`src/rtl/prco_regfile_p.sv`:
```
// Parametrised PRCO register file: write-first read ports, optional zero register,
// per-register busy scoreboard with read-hazard flags, and fetch/ALU pipeline strobes.
module prco_regfile_p #(
  parameter int unsigned    DW       = 16,
  parameter int unsigned    NREGS    = 8,
  parameter int unsigned    NRD      = 2,
  parameter int unsigned    SP_IDX   = 6,
  parameter int unsigned    BP_IDX   = 7,
  parameter logic [DW-1:0]  SP_INIT  = DW'(16'h00FF),
  parameter int unsigned    ZERO_REG = 0,
  localparam int unsigned   AW       = $clog2(NREGS)
) (
  input  logic              i_clk,
  input  logic              i_reset,
  input  logic              i_en,
  input  logic              i_ce_ram,
  input  logic              i_ce_dec,
  input  logic              i_ce_alu,
  output logic              q_ce_fetch,
  output logic              q_ce_alu,
  input  logic [NRD*AW-1:0] i_rsel,
  output logic [NRD*DW-1:0] q_rdat,
  input  logic              i_we,
  input  logic [AW-1:0]     i_wsel,
  input  logic [DW-1:0]     i_wdat,
  input  logic              i_claim,
  input  logic [AW-1:0]     i_csel,
  output logic [NREGS-1:0]  q_busy,
  output logic [NRD-1:0]    q_hazard
);

  localparam bit ZR = (ZERO_REG != 0);

  logic [DW-1:0]     regs [NREGS];
  logic [AW-1:0]     rsel [NRD];
  logic [NRD*DW-1:0] rdat_nxt;
  logic [NREGS-1:0]  busy_nxt;
  logic              wr_ok;
  logic              claim_ok;
  logic              ce_alu_nxt;
  logic              ce_fetch_nxt;

  // Next-state for read data, scoreboard and strobes; hazard flags are combinational
  always_comb begin
    wr_ok        = i_we & ~(ZR & (i_wsel == '0));
    claim_ok     = i_claim & ~(ZR & (i_csel == '0));
    busy_nxt     = q_busy;
    rdat_nxt     = '0;
    q_hazard     = '0;
    ce_alu_nxt   = i_ce_dec & ~i_ce_alu;
    ce_fetch_nxt = i_ce_alu | (i_ce_ram & ~i_ce_dec);

    // Clear before set so a same-index claim (new producer) wins
    if (i_we)     busy_nxt[i_wsel] = 1'b0;
    if (claim_ok) busy_nxt[i_csel] = 1'b1;

    for (int unsigned k = 0; k < NRD; k++) begin
      rsel[k] = i_rsel[k*AW +: AW];
      if (wr_ok && (i_wsel == rsel[k]))
        rdat_nxt[k*DW +: DW] = i_wdat;
      else if (ZR && (rsel[k] == '0))
        rdat_nxt[k*DW +: DW] = '0;
      else
        rdat_nxt[k*DW +: DW] = regs[rsel[k]];
      q_hazard[k] = q_busy[rsel[k]] & ~(i_we & (i_wsel == rsel[k]));
    end
  end

  // Register array; SP and BP come out of reset at the stack base
  always_ff @(posedge i_clk or posedge i_reset) begin
    if (i_reset) begin
      for (int unsigned r = 0; r < NREGS; r++) begin
        if ((r == SP_IDX) || (r == BP_IDX)) regs[r] <= SP_INIT;
        else                                regs[r] <= '0;
      end
    end else if (i_en && wr_ok) begin
      regs[i_wsel] <= i_wdat;
    end
  end

  // Read ports, scoreboard and strobes; fetch is kicked once out of reset
  always_ff @(posedge i_clk or posedge i_reset) begin
    if (i_reset) begin
      q_rdat     <= '0;
      q_busy     <= '0;
      q_ce_alu   <= 1'b0;
      q_ce_fetch <= 1'b1;
    end else if (i_en) begin
      q_rdat     <= rdat_nxt;
      q_busy     <= busy_nxt;
      q_ce_alu   <= ce_alu_nxt;
      q_ce_fetch <= ce_fetch_nxt;
    end
  end

endmodule

```
`config.mk`:
```
export PLATFORM = sky130hd
export DESIGN_NAME = prco_regfile_p
export DESIGN_NICKNAME = d
export VERILOG_FILES = /design/src/rtl/prco_regfile_p.sv
export SDC_FILE = /design/constraint.sdc
export NUM_CORES = 1
export LEC_CHECK = 0
export BUFFER_PORTS_ARGS = -buffer_cell sky130_fd_sc_hd__buf_2
export CAP_MARGIN = 5
export CORE_UTILIZATION = 25
export CTS_CLUSTER_DIAMETER = 100
export DETAILED_ROUTE_END_ITERATION = 8
export SYNTH_ARGS = -nofsm -noshare
export SYNTH_HDL_FRONTEND = slang
export SYNTH_SLANG_ARGS = --single-unit
```
`constraint.sdc`:
```
create_clock -name i_clk -period 7.05 [get_ports i_clk]
set_input_delay 0.3525 -clock i_clk [delete_from_list [all_inputs] [get_ports i_clk]]
set_output_delay 0.3525 -clock i_clk [all_outputs]
set_load 0.005 [all_outputs]
```
# Word level (Yosys, flattened, before mapping)
# Cells that the tools add are included.
# totals
elab_cells	68
reg_bits	170
out_inout_bits	44
# op_classes
order_cmp	10
muxes	21
n_eq_ne	2
bitwise	17
reduce_logical	6
# op_table
operator	count
bitwise mux 128 bit	1
2-to-1 mux 16 bit	7
binary-select mux 16 bit (select 3 bit)	2
demux 16 bit (select 3 bit)	1
< comparator 3 x 4 -> 1 bit (second input constant)	4
2-to-1 mux 8 bit	2
>= comparator 4 bit (second input constant)	3
inverter 3 -> 4 bit	3
AND 8 bit	1
inverter 8 bit	1
OR 8 bit	1
AND 1 bit	6
binary-select mux 1 bit (select 3 bit)	2
demux 1 bit (select 3 bit)	2
equality test 3 bit	2
>= comparator 3 x 1 -> 1 bit (second input constant)	2
logical AND 1 bit	6
< comparator 4 x 1 -> 1 bit (second input constant)	1
2-to-1 mux 1 bit	4
inverter 1 bit	4
OR 1 bit	1

# Logic depth before layout (Yosys ltp)
# logic_depth
ltp_word	9
depth_mapped	7
mapped_depth_nobuf	4

# Least setup slack after synthesis
# Ideal clock, no wire load.
# synth_timing
kind	in2out
start	in i_rsel[0]
end	out q_hazard[0]
setup_slack_ns	5.132
stages	6
arrival_ns	1.566
path_buffers	3
cell_sequence	buf_6 buf_6 buf_2 mux4_2 mux2i_1 nor2_1
# synth_between
elab_chain_len	4
# synth_lines
element	line_no	source
start, declared	21	input logic [NRD*AW-1:0] i_rsel,
parallel branches: the longest is 3 deep, another holds binary-select mux 1 bit (select 3 bit)	-	
AND 1 bit (*)	65	q_hazard[k] = q_busy[rsel[k]] & ~(i_we & (i_wsel == rsel[k]));
end, declared	29	output logic [NRD-1:0] q_hazard
# Mark *: on every way between the ends. The select of a mux whose other input is x is not followed.

# Final worst setup path
# layout_timing
start	in i_rsel[3]
end	out q_hazard[1]
# Same word-level chain as after synthesis.

==> flow_metrics.env <==
export IMPL_outcome="finished, final reports clean"
export IMPL_worstMarginPinSlew_ps=1250
export IMPL_path_class="primary input to output port"
export IMPL_final_cells=1162
export IMPL_ys_seq_area_frac=0.477
export IMPL_dr_total_vias=5768
export IMPL_area_growth_pct=15.4
export IMPL_place_congestion=0.755
export IMPL_clock_sinks=170
export IMPL_startpoint_type="primary input"
export IMPL_clkTransAtPathRegs_ps=70
export IMPL_rsz0062_at_grt="no"
export IMPL_setup_viol=0
export IMPL_fp_dieW_um=191
export IMPL_antenna_cells=0
export IMPL_p_clk_frac=0.340
export IMPL_report_final_slew_viol_count=0
export IMPL_via_per_inst=4.96
export IMPL_max_freq_ghz=0.354
export IMPL_utilization=0.296
export IMPL_synth_top_area_frac=0.427
export IMPL_power_frac_seq=0.443
export IMPL_fin_crit_sh=0.401
export IMPL_grt_use_total=0.134
export IMPL_netlist_cell_type_count=35
export IMPL_slew_headroom=0.165
export IMPL_synth_area_top_cells="dfrtp_1, mux4_2, mux2_2"
export IMPL_fp_dieArea_um2=36600
export IMPL_final_cell_mix="dfrtp_1, mux2_2, buf_2, mux4_2, o21ai_0"
export IMPL_vdd_drop_max_mv=0.175
export IMPL_cts_resized=0
export IMPL_initial_core_util=0.257
export IMPL_final_common_cell="dfrtp_1"
export IMPL_nFillCells=3526
export IMPL_drt_total_wl_um=23400
export IMPL_grt_max_degree=98
export IMPL_drive_gt1_frac=0.488
export IMPL_rows=68
export IMPL_synth_cells=649
export IMPL_power_leakage_nw=4.28
export IMPL_combPwrFrac=0.217
export IMPL_coreArea_um2=34900
export IMPL_hold_slack_ps=117
export IMPL_required_ps=6700
export IMPL_grt_pass1_wl_um=36200
export IMPL_drcViolationCount=0
export IMPL_antenna_found_initial=8
export IMPL_cts_hold_buf=0
export IMPL_synth_avg_cell_area_um2=13.8
export IMPL_sw_frac_of_total=0.256
export IMPL_synth_warnings=0
export IMPL_grt_pass1_vias=5911
export IMPL_finalHoldViolations=0
export IMPL_cts_tree="built"
export IMPL_cts_buffer_depth=2
export IMPL_arrival_ps=2480
export IMPL_hold_class="primary input to async pin"
export IMPL_io_pins=80
export IMPL_final_setup_tns_ps=0
export IMPL_endpoint_kind="output port"
export IMPL_post_drt_wl_per_cell_um=20.2
export IMPL_clk_latency_ps=420
export IMPL_fin_skew_ps=10.2
export IMPL_ant_nets=0
export IMPL_r2r_cells=4
export IMPL_htree_levels=4
export IMPL_p_int_mw=2.31
export IMPL_cap_violations=0
export IMPL_root_buffer="clkbuf_16"
export IMPL_netlist_area_um2=8960
export IMPL_hpwl_um=13900
export IMPL_grt_overflow_total=0
export IMPL_cts_made_buffers=17
export IMPL_ys_ff_latch=170
export IMPL_synthesis_nets=685
export IMPL_io_buffers=79
export IMPL_drt_iter0_drc=363
export IMPL_synth_top_area_cell="dfrtp_1"
export IMPL_critPathMaxFanout=35
export IMPL_fin_nets=730
export IMPL_placedCellCount=1130
export IMPL_post_cts_setup_buffers=0
export IMPL_die_y_um=191
export IMPL_period_minus_slack_ps=2830
export IMPL_p_per_area_nw_per_um2=300
export IMPL_first_pass_iters=5
export IMPL_p_sw_mw=0.795
==> routing by layer <==
metal  share of wire  track usage  up-vias
li1                -            -     2512
met1            0.43        0.168     3039
met2            0.49        0.219      156
met3           0.065       0.0375       45
met4           0.019       0.0491       16
met5          0.0042            0        -
==> logic make-up (layout without fill, tap and decap cells) <==
logic type,after synthesis,count (layout),share of synthesized area
compound gates,112,112,0.0771
buf+inv,101,159,0.0546
xor+xnor,6,6,0.00587
flops,170,170,0.477
simple gates,62,62,0.0436
mux,198,198,0.342
==> path summary, 6_finish.rpt <==
path / from / endpoint / slack [ps]
min in group i_clk: i_csel[2] / q_busy[3] / 170
worst max-delay path: i_rsel[3] / q_hazard[1] / 4220
max in group asynchronous: i_reset / q_rdat[2] / 5360
worst min register to register: q_ce_fetch / q_ce_fetch / 490
worst min-delay path: i_reset / regs[43] / 120
worst max register to register: regs[41] / q_rdat[9] / 5290
==> flip-flops by register name (all words and copies together), names as in the netlist <==
signal,count
q_rdat,32
q_busy,8
q_ce_alu,1
regs,128
q_ce_fetch,1
==> per-stage QoR <==
step	worst slack [ps]	area (um^2)	power, mW
after floorplan	2120	8960	1.87
after global placement	4180	9660	2.04
after detailed placement	4130	9660	2.07
after global routing	4060	10300	3.26
final	4220	10300	3.10
after CTS	4190	10300	3.13
==> area by class of cell <==
type	instances	area [um^2]	share of cell area
Clock buffer	22	484	0.0469
Clock inverter	10	186	0.0180
Inverter	36	140	0.0136
Multi-Input combinational cell	378	4190	0.406
Sequential cell	170	4280	0.414
Tap cell	455	569	0.0551
Timing Repair Buffer	91	485	0.0470
==> worst max-delay path, stage by stage <==
cell	delay (ps)
buf_2	70
buf_4	570
xnor2_1	210
and4_1	940
nor2_1	130
buf_2	170
==> power groups by stage <==
stage	clock (mW)	sequential (mW)	combinational, mW
6_report	1.05	1.37	0.673
2_1_floorplan	0	1.34	0.524
3_5_place_dp	0	1.38	0.682
3_3_place_gp	0	1.38	0.668
5_1_grt	1.11	1.41	0.737
4_1_cts	1.08	1.37	0.683
==> cells in the mapped netlist <==
library cell	count
and4_2	1
buf_4	1
dfstp_2	17
inv_1	36
nand2b_1	2
o21ai_0	43
mux2_4	18
o22ai_1	32
nor3b_1	1
a32o_1	1
buf_1	17
nor2b_1	32
nand3b_4	1
mux2_2	110
buf_2	23
nor2_1	3
buf_6	8
dfrtp_1	153
a21oi_1	2
nand3b_1	2
xnor2_1	6
nand2_1	6
or3_1	2
mux4_2	68
nor2_2	6
buf_12	1
clkbuf_2	1
clkbuf_1	14
o31ai_1	2
nand3_2	1
and4_1	1
a211oi_1	32
nand3_1	2
nand4_1	2
mux2i_1	2
(Power assumes the default switching activity.)
